[config.mk]
export PLATFORM = sky130hd
export DESIGN_NAME = pipe_rca_adder_flat
export DESIGN_NICKNAME = d
export VERILOG_FILES = /design/src/rtl/pipe_rca_pkg.sv /design/src/rtl/pipe_rca_adder_if.sv /design/src/rtl/rca_chunk.sv /design/src/rtl/pipe_rca_adder.sv /design/src/flat_wrapper.sv
export SDC_FILE = /design/constraint.sdc
export NUM_CORES = 1
export LEC_CHECK = 0
export CORE_UTILIZATION = 43
export CTS_CLUSTER_DIAMETER = 80
export DETAILED_ROUTE_END_ITERATION = 8
export PLACE_DENSITY = 0.75
export SETUP_SLACK_MARGIN = 0.3
export SYNTH_ARGS = -nofsm -noshare
export SYNTH_HDL_FRONTEND = slang
export SYNTH_SLANG_ARGS = --single-unit
[constraint.sdc]
create_clock -name clk -period 2.5 [get_ports clk]
set_clock_uncertainty 0.15 [all_clocks]
set_input_delay 0.625 -clock clk [delete_from_list [all_inputs] [get_ports clk]]
set_output_delay 0.625 -clock clk [all_outputs]
set_load 0.05 [all_outputs]
[src/rtl/pipe_rca_pkg.sv]
// Shared definitions for the pipelined ripple-carry adder: the chunk-width
// derivation and the per-stage pipeline record.
package pipe_rca_pkg;

    // Upper bound on WIDTH; stage records carry operand bits at this width.
    localparam int MAX_WIDTH = 64;

    function automatic int chunk_width(input int width, input int stages);
        return width / stages;
    endfunction

    // sum_lo holds finished result bits in place. a_hi/b_hi hold the operand
    // bits not yet consumed, shifted down so the next chunk is always at bit 0.
    typedef struct packed {
        logic                 valid;
        logic [MAX_WIDTH-1:0] sum_lo;
        logic [MAX_WIDTH-1:0] a_hi;
        logic [MAX_WIDTH-1:0] b_hi;
        logic                 carry;
        logic                 a_msb;
        logic                 b_msb;
    } stage_rec_t;

endpackage

[src/rtl/pipe_rca_adder_if.sv]
// Operand/result handshake bundle for pipe_rca_adder.
interface pipe_rca_adder_if #(
    parameter int WIDTH = 8
);
    logic             in_valid;
    logic             in_ready;
    logic [WIDTH-1:0] a;
    logic [WIDTH-1:0] b;
    logic             cin;
    logic             sub;
    logic             out_valid;
    logic             out_ready;
    logic [WIDTH-1:0] sum;
    logic             cout;
    logic             ovf;

    modport master (
        output in_valid, a, b, cin, sub, out_ready,
        input  in_ready, out_valid, sum, cout, ovf
    );

    modport slave (
        input  in_valid, a, b, cin, sub, out_ready,
        output in_ready, out_valid, sum, cout, ovf
    );
endinterface

[src/rtl/rca_chunk.sv]
// Combinational CW-bit ripple-carry adder built from single-bit full adders.
module fulladder (
    input  logic a,
    input  logic b,
    input  logic cin,
    output logic s,
    output logic cout
);
    assign s    = a ^ b ^ cin;
    assign cout = (a & b) | (cin & (a ^ b));
endmodule

module rca_chunk #(
    parameter int CW = 4
) (
    input  logic [CW-1:0] a,
    input  logic [CW-1:0] b,
    input  logic          cin,
    output logic [CW-1:0] s,
    output logic          cout
);
    logic [CW:0] c;

    assign c[0] = cin;

    for (genvar gi = 0; gi < CW; gi++) begin : g_bit
        fulladder u_fa (
            .a    (a[gi]),
            .b    (b[gi]),
            .cin  (c[gi]),
            .s    (s[gi]),
            .cout (c[gi+1])
        );
    end

    assign cout = c[CW];
endmodule

[src/rtl/pipe_rca_adder.sv]
// Pipelined ripple-carry adder/subtractor: STAGES registered CW-bit chunks with
// a collapsing valid/ready enable chain, one operation per clock.
module pipe_rca_adder
    import pipe_rca_pkg::*;
#(
    parameter int WIDTH  = 8,
    parameter int STAGES = 2
) (
    input  logic            clk,
    input  logic            rst_n,
    pipe_rca_adder_if.slave bus
);
    localparam int CW = chunk_width(WIDTH, STAGES);

    if (WIDTH < 1 || WIDTH > MAX_WIDTH || STAGES < 1 || STAGES > WIDTH ||
        (WIDTH % STAGES) != 0) begin : g_bad_params
        $error("pipe_rca_adder: illegal WIDTH/STAGES combination");
    end

    logic [WIDTH-1:0]        b_eff;
    stage_rec_t              head_rec;
    stage_rec_t [STAGES:0]   link;
    logic [STAGES-1:0]       vld;
    logic [STAGES-1:0]       en;
    logic                    ovf_next;
    logic                    ovf_reg;

    // Subtraction is a + ~b + 1; cin is ignored in that mode.
    always_comb begin
        b_eff          = bus.sub ? ~bus.b : bus.b;
        head_rec       = '0;
        head_rec.valid = bus.in_valid;
        head_rec.a_hi  = MAX_WIDTH'(bus.a);
        head_rec.b_hi  = MAX_WIDTH'(b_eff);
        head_rec.carry = bus.sub | bus.cin;
        head_rec.a_msb = bus.a[WIDTH-1];
        head_rec.b_msb = b_eff[WIDTH-1];
    end

    assign link[0] = head_rec;

    for (genvar gi = 0; gi < STAGES; gi++) begin : g_stage
        stage_rec_t    up_rec;
        stage_rec_t    st_next;
        stage_rec_t    st_reg;
        logic [CW-1:0] chunk_s;
        logic          chunk_co;

        assign up_rec = link[gi];

        rca_chunk #(.CW(CW)) u_chunk (
            .a    (up_rec.a_hi[CW-1:0]),
            .b    (up_rec.b_hi[CW-1:0]),
            .cin  (up_rec.carry),
            .s    (chunk_s),
            .cout (chunk_co)
        );

        always_comb begin
            st_next                     = up_rec;
            st_next.sum_lo[gi*CW +: CW] = chunk_s;
            st_next.a_hi                = up_rec.a_hi >> CW;
            st_next.b_hi                = up_rec.b_hi >> CW;
            st_next.carry               = chunk_co;
        end

        always_ff @(posedge clk or negedge rst_n) begin
            if (!rst_n) begin
                st_reg <= '0;
            end else if (en[gi]) begin
                st_reg <= st_next;
            end
        end

        // A stage may load if it, or any stage below it, is empty.
        assign vld[gi]     = st_reg.valid;
        assign en[gi]      = ~(&vld[STAGES-1:gi]) | bus.out_ready;
        assign link[gi+1]  = st_reg;

        if (gi == STAGES - 1) begin : g_last
            assign ovf_next = (up_rec.a_msb == up_rec.b_msb) &&
                              (st_next.sum_lo[WIDTH-1] != up_rec.a_msb);
        end
    end

    always_ff @(posedge clk or negedge rst_n) begin
        if (!rst_n) begin
            ovf_reg <= 1'b0;
        end else if (en[STAGES-1]) begin
            ovf_reg <= ovf_next;
        end
    end

    assign bus.in_ready  = en[0];
    assign bus.out_valid = link[STAGES].valid;
    assign bus.sum       = link[STAGES].sum_lo[WIDTH-1:0];
    assign bus.cout      = link[STAGES].carry;
    assign bus.ovf       = ovf_reg;

endmodule

[src/flat_wrapper.sv]
// flat-port wrapper written by rule: the top's interface ports become plain ports
module pipe_rca_adder_flat import pipe_rca_pkg::*;
#(
    parameter int WIDTH  = 8,
    parameter int STAGES = 2
)
  (clk, rst_n, bus_in_valid, bus_a, bus_b, bus_cin, bus_sub, bus_out_ready, bus_in_ready, bus_out_valid, bus_sum, bus_cout, bus_ovf);
  pipe_rca_adder_if #(.WIDTH(WIDTH)) bus_i ();
  input  logic clk;
  input  logic rst_n;
  input wire logic [$bits(bus_i.in_valid)-1:0] bus_in_valid;
  input wire logic [$bits(bus_i.a)-1:0] bus_a;
  input wire logic [$bits(bus_i.b)-1:0] bus_b;
  input wire logic [$bits(bus_i.cin)-1:0] bus_cin;
  input wire logic [$bits(bus_i.sub)-1:0] bus_sub;
  input wire logic [$bits(bus_i.out_ready)-1:0] bus_out_ready;
  output wire logic [$bits(bus_i.in_ready)-1:0] bus_in_ready;
  output wire logic [$bits(bus_i.out_valid)-1:0] bus_out_valid;
  output wire logic [$bits(bus_i.sum)-1:0] bus_sum;
  output wire logic [$bits(bus_i.cout)-1:0] bus_cout;
  output wire logic [$bits(bus_i.ovf)-1:0] bus_ovf;
  assign bus_i.in_valid = bus_in_valid;
  assign bus_i.a = bus_a;
  assign bus_i.b = bus_b;
  assign bus_i.cin = bus_cin;
  assign bus_i.sub = bus_sub;
  assign bus_i.out_ready = bus_out_ready;
  assign bus_in_ready = bus_i.in_ready;
  assign bus_out_valid = bus_i.out_valid;
  assign bus_sum = bus_i.sum;
  assign bus_cout = bus_i.cout;
  assign bus_ovf = bus_i.ovf;
  pipe_rca_adder #(.WIDTH(WIDTH), .STAGES(STAGES)) u_core (.clk(clk), .rst_n(rst_n), .bus(bus_i));
endmodule
Yosys cells after proc, flatten, opt, wreduce, memory -nomap -nowiden
Index checks and enable logic that the tools add are counted.
{"block": "classes", "shifts": 0, "n_reduce_logical": 2, "multipliers": 0, "n_eq_ne": 2, "n_bitwise": 46, "div": 0, "add_sub_neg": 0, "mux": 1, "order_cmp": 0}
{"op": "AND 1 bit", "count": 16}
{"op": "XOR 1 bit", "count": 16}
{"op": "OR 1 bit", "count": 11}
{"op": "2-to-1 mux 8 bit", "count": 1}
{"op": "inverter 8 bit", "count": 1}
{"op": "inverter 1 bit", "count": 2}
{"op": "AND reduction 2 bit", "count": 1}
{"op": "equality test 1 bit", "count": 1}
{"op": "logical AND 1 bit", "count": 1}
{"op": "!= test 1 bit", "count": 1}
{"block": "totals", "latch_bits": 0, "regBits": 27, "mem_bits_ro": 0, "inputBits": 22, "memories": 0, "ram_bits": 0}

Longest topological paths before layout
{"block": "logic_depth", "word_depth": 11, "ltp_mapped": 9}

Hierarchy
Synthesis repeated with hierarchy kept, for this count alone.
{"block": "hier_totals", "hier_cells": 75, "area_unflattened_um2": 1229.9}
{"module": "pipe_rca_adder", "cells_each": 67, "instances": 1, "seq_area_each_um2": 625.6, "area_per_inst_um2": 1069.8}
{"module": "fulladder", "cells_each": 1, "instances": 8, "seq_area_each_um2": 0.0, "area_per_inst_um2": 20.0}

Least setup slack after synthesis
No wires, ideal clock.
{"block": "synth_timing", "path_kind": "input port to flip-flop", "start": "input bus_sub", "end": "register u_core.g_stage[0].st_reg[134] in the netlist's numbering", "t_required_ps": 2225, "t_arrival_ps": 2808, "setup_ps": 125, "setup_slack_ps": -583, "cell_stages": 8, "path_cell_list": "buf_2 > xnor2_1 > fa_1 > fa_1 > fa_1 > inv_1 > fa_1 > mux2_2"}
{"block": "synth_via", "elab_chain_len": 9, "word_cells_on_any_way": 16}
{"element": "start, declared", "line_no": "flat_wrapper.sv:15", "source": "input wire logic [$bits(bus_i.sub)-1:0] bus_sub;"}
{"element": "2-to-1 mux 8 bit", "line_no": "pipe_rca_adder.sv:30", "source": "b_eff = bus.sub ? ~bus.b : bus.b;"}
{"element": "XOR 1 bit", "line_no": "rca_chunk.sv:10", "source": "assign cout = (a & b) | (cin & (a ^ b));"}
{"element": "AND 1 bit", "line_no": "rca_chunk.sv:10"}
{"element": "OR 1 bit", "line_no": "rca_chunk.sv:10"}
{"element": "AND 1 bit", "line_no": "rca_chunk.sv:10"}
{"element": "OR 1 bit", "line_no": "rca_chunk.sv:10"}
{"element": "AND 1 bit", "line_no": "rca_chunk.sv:10"}
{"element": "OR 1 bit", "line_no": "rca_chunk.sv:10"}
{"element": "XOR 1 bit *", "line_no": "rca_chunk.sv:9", "source": "assign s = a ^ b ^ cin;"}
{"element": "via u_core.g_stage[0].u_chunk.g_bit[3].u_fa.s", "line_no": "rca_chunk.sv:6", "source": "output logic s,"}
{"element": "end signal, assigned", "line_no": "pipe_rca_adder.sv:71", "source": "st_reg <= st_next;"}
{"element": "end, declared", "line_no": "pipe_rca_adder.sv:45", "source": "stage_rec_t st_reg;"}
The timed path passes the listed nets; every way through them passes the cells marked *.
A chain may end at the register's enable or synchronous reset.

Final worst setup path
{"block": "layout_timing", "start": "input bus_a[0]", "end": "register u_core.g_stage[0].st_reg[134] in the netlist's numbering"}
{"block": "layout_via", "elab_chain_len": 8, "word_cells_on_any_way": 9}
{"element": "start, declared", "line_no": "flat_wrapper.sv:12", "source": "input wire logic [$bits(bus_i.a)-1:0] bus_a;"}
{"element": "XOR 1 bit", "line_no": "rca_chunk.sv:10"}
{"element": "AND 1 bit", "line_no": "rca_chunk.sv:10"}
{"element": "OR 1 bit *", "line_no": "rca_chunk.sv:10"}
{"element": "AND 1 bit *", "line_no": "rca_chunk.sv:10"}
{"element": "OR 1 bit *", "line_no": "rca_chunk.sv:10"}
{"element": "AND 1 bit *", "line_no": "rca_chunk.sv:10"}
{"element": "OR 1 bit *", "line_no": "rca_chunk.sv:10"}
{"element": "XOR 1 bit *", "line_no": "rca_chunk.sv:9"}
{"element": "via u_core.g_stage[0].u_chunk.g_bit[3].u_fa.s", "line_no": "rca_chunk.sv:6"}
Marked as above.

==> impl_metrics.tcl <==
set metrics [dict create \
    hpwl_um 1560 \
    critical_path.startpoint_type "input pin" \
    reg2reg_from "u_core.g_stage[0].st_reg[2]" \
    cts_buffers 3 \
    hp-start "u_core.bus.sum[6]" \
    timing.rr.end "u_core.bus.ovf" \
    final_cell_mix "dfrtp_1, clkdlybuf4s50_1, dlygate4sd2_1" \
    worstSkewPairLatency_ns 0.30 \
    track_usage_pct 14.45 \
    routed_wirelength_um 2036 \
    dieArea_mm2 0.003184 \
    die_h_um 56.43 \
    drc_errors 0 \
    layout_setup_ws_ns -0.06726 \
    initial_core_util_pct 45.79 \
    cts_root_buf "clkbuf_4" \
    rsz0062_at_grt "yes" \
    synth_nets 123 \
    grt_max_degree 26 \
    cts_hold_buf 0 \
    totalPowerFinal_uw 1358 \
    cts_tree "yes" \
    leakage_uw 0.0008208 \
    status "finished, violations left" \
    syn_to_final_growth_pct 35.66 \
    finalWeightedCongestion 0.6901 \
    cp_max_fo 1 \
    antenna_found_initial 0 \
    gr-total-overflow 0 \
    clock_path_buffers 2 \
    vias 775 \
    mostFrequentLayoutCell "dfrtp_1" \
    hold_end "u_core.bus.sum[6]" \
    crit_buf_inv 3 \
    fin_util_pct 62.12 \
    placed_area_mm2 0.001689 \
    drt_iter0_drc 11 \
    path_clk_slew_ns 0.13 \
    cts_setup_buffers 0 \
    drt-pass1-iter-count 2 \
    cp.required_ns 2.56 \
    worst_pin_slew_ns 0.4910 \
    cp_slowest_stage_delay_ns 0.39 \
    critPathTopFamily "adder cells" \
    ant_nets 0 \
    htree_levels 1 \
    violations "setup timing" \
    wire_per_inst_um 12.65 \
    nets 162 \
    end_kind "flip-flop" \
    final-seq-area_um2 625.6 \
    die_x_um 56.43 \
    drv_slew 0 \
    ys_seq_elements 25 \
    r2r_setup_slack_ns 0.01 \
    ys_seq_area_share_pct 49.12 \
    syn_inst 92 \
    io_pins 34 \
    fmax_mhz 389.5 \
    maxCapViolCount 0 \
    grt_pass1_vias 819 \
    crit_top_cell "fa_2" \
    whs_path_depth 1 \
    crit_chain "clkdlybuf4s15_1, inv_2, fa_2, fa_2, fa_2, inv_2, fa_1, mux2_4" \
    io_buffer_count 33 \
    setup_violations 1 \
    worst_ir_drop_vdd_v 0.0006222 \
    cp.arrival_ns 2.63 \
    viasPerCell 4.814 \
    tns_ns -0.06726 \
    yosys_warnings 0 \
    grt_pass1_wl_um 3560 \
    max_slew_margin_pct 67.39 \
    cts_sinks 25 \
    cpMaxStageDelayCell "fa_1" \
    nFillCells 243 \
    hold_class "reg -> reg" \
    fin_crit_sh_pct 102.7 \
    largest_reg_flops 14 \
    hold_viol_final 0 \
    critical_path_class "in -> reg" \
    fin_area_mm2 0.001728 \
    rows 19 \
    drive_above_1_share_pct 30.77 \
    avgSynthCellArea_um2 13.84 \
    final.min_clock_period_ns 2.567 \
    core_area_mm2 0.002781 \
    multi_input_area_um2 611.8 \
    r2r_cells 9 \
    synth_cell_types 19 \
    n_antenna_cell 0 \
    syn_area_mm2 0.001274 \
    power_density_mw_per_mm2 785.9 \
]
[area by class of cell]
cell class / count / area share [%]
sequential: 25 / 36.21
multi-input combinational: 49 / 35.41
timing repair buffer: 37 / 21.36
inverter: 15 / 3.259
tap: 31 / 2.245
clock buffer: 4 / 1.521
[synthesized netlist by cell type]
cell type / n / area, um2
nor2_1: 1 / 3.750
nand3b_4: 1 / 20.02
xnor2_1: 5 / 43.79
buf_2: 1 / 5.000
nand3b_1: 3 / 22.52
o31ai_1: 1 / 7.510
nand2b_1: 1 / 6.260
ha_1: 1 / 12.51
and2b_1: 1 / 7.510
mux2_2: 11 / 123.9
dfrtp_1: 25 / 625.6
mux2i_1: 6 / 60.06
or2_2: 1 / 6.260
inv_1: 15 / 56.30
mux2_4: 3 / 45.04
fa_1: 8 / 160.2
xor2_1: 4 / 35.03
buf_6: 2 / 22.52
o21ai_0: 2 / 10.01
[what timing repair did]
item                       CTS  global route
pin swaps                    9             4
resized for setup           35             3
setup endpoints to repair   18             5
[cell families after synthesis]
group           count (synthesis)  share of synthesized area, %
xor+xnor                        9                         6.188
fa+ha+maj                       9                         13.56
compound gates                  3                         1.375
flops                          25                         49.12
mux                            20                         17.98
simple gates                    8                         5.207
buf+inv                        18                         6.581
[how the worst max path moves through the flow]
| stage | startpoint | end | slack, ns | cells past startpoint |
|---|---|---|---|---|
| finish | bus_a[0] | u_core.g_stage[0].st_reg[134] | -0.07 | 8 |
| global route | bus_b[0] | u_core.g_stage[0].st_reg[134] | -0.08 | 8 |
| CTS | bus_b[0] | u_core.g_stage[0].st_reg[134] | -0.21 | 8 |
| detailed placement | bus_sub | u_core.g_stage[0].st_reg[134] | -0.96 | 8 |
| global placement | bus_sub | u_core.g_stage[0].st_reg[134] | -0.90 | 8 |
| floorplan | bus_sub | u_core.g_stage[0].st_reg[134] | -0.38 | 8 |
[metal layers]
metal | part of all wire [%] | track usage, % | up-vias | wire (um)
li1 | - | - | 363 | -
met1 | 43 | 19.72 | 387 | 874
met2 | 51 | 23.36 | 23 | 1046
met3 | 4.6 | 2.304 | 2 | 93
met4 | 1.0 | 5.226 | 0 | 21
met5 | 0 | 0 | - | 0
[stage by stage]
step	hold slack [ns]	worst slack (ns)	instances
after CTS	0.3703	-0.2072	161
after detailed placement	0.3446	-0.9606	157
after global routing	0.3911	-0.08138	161
final	0.3658	-0.06726	161
after floorplan	0.1794	-0.3818	92
after global placement	0.3397	-0.8972	157
[power by group]
group / switching [uW] / internal (uW) / leakage [uW] / total [uW]
combinational: 385 / 233 / 0.000514 / 618
clock: 113 / 62.1 / 0.0000150 / 175
sequential: 55.4 / 510 / 0.000291 / 565
Note: power is estimated with default switching activity, not from simulation.
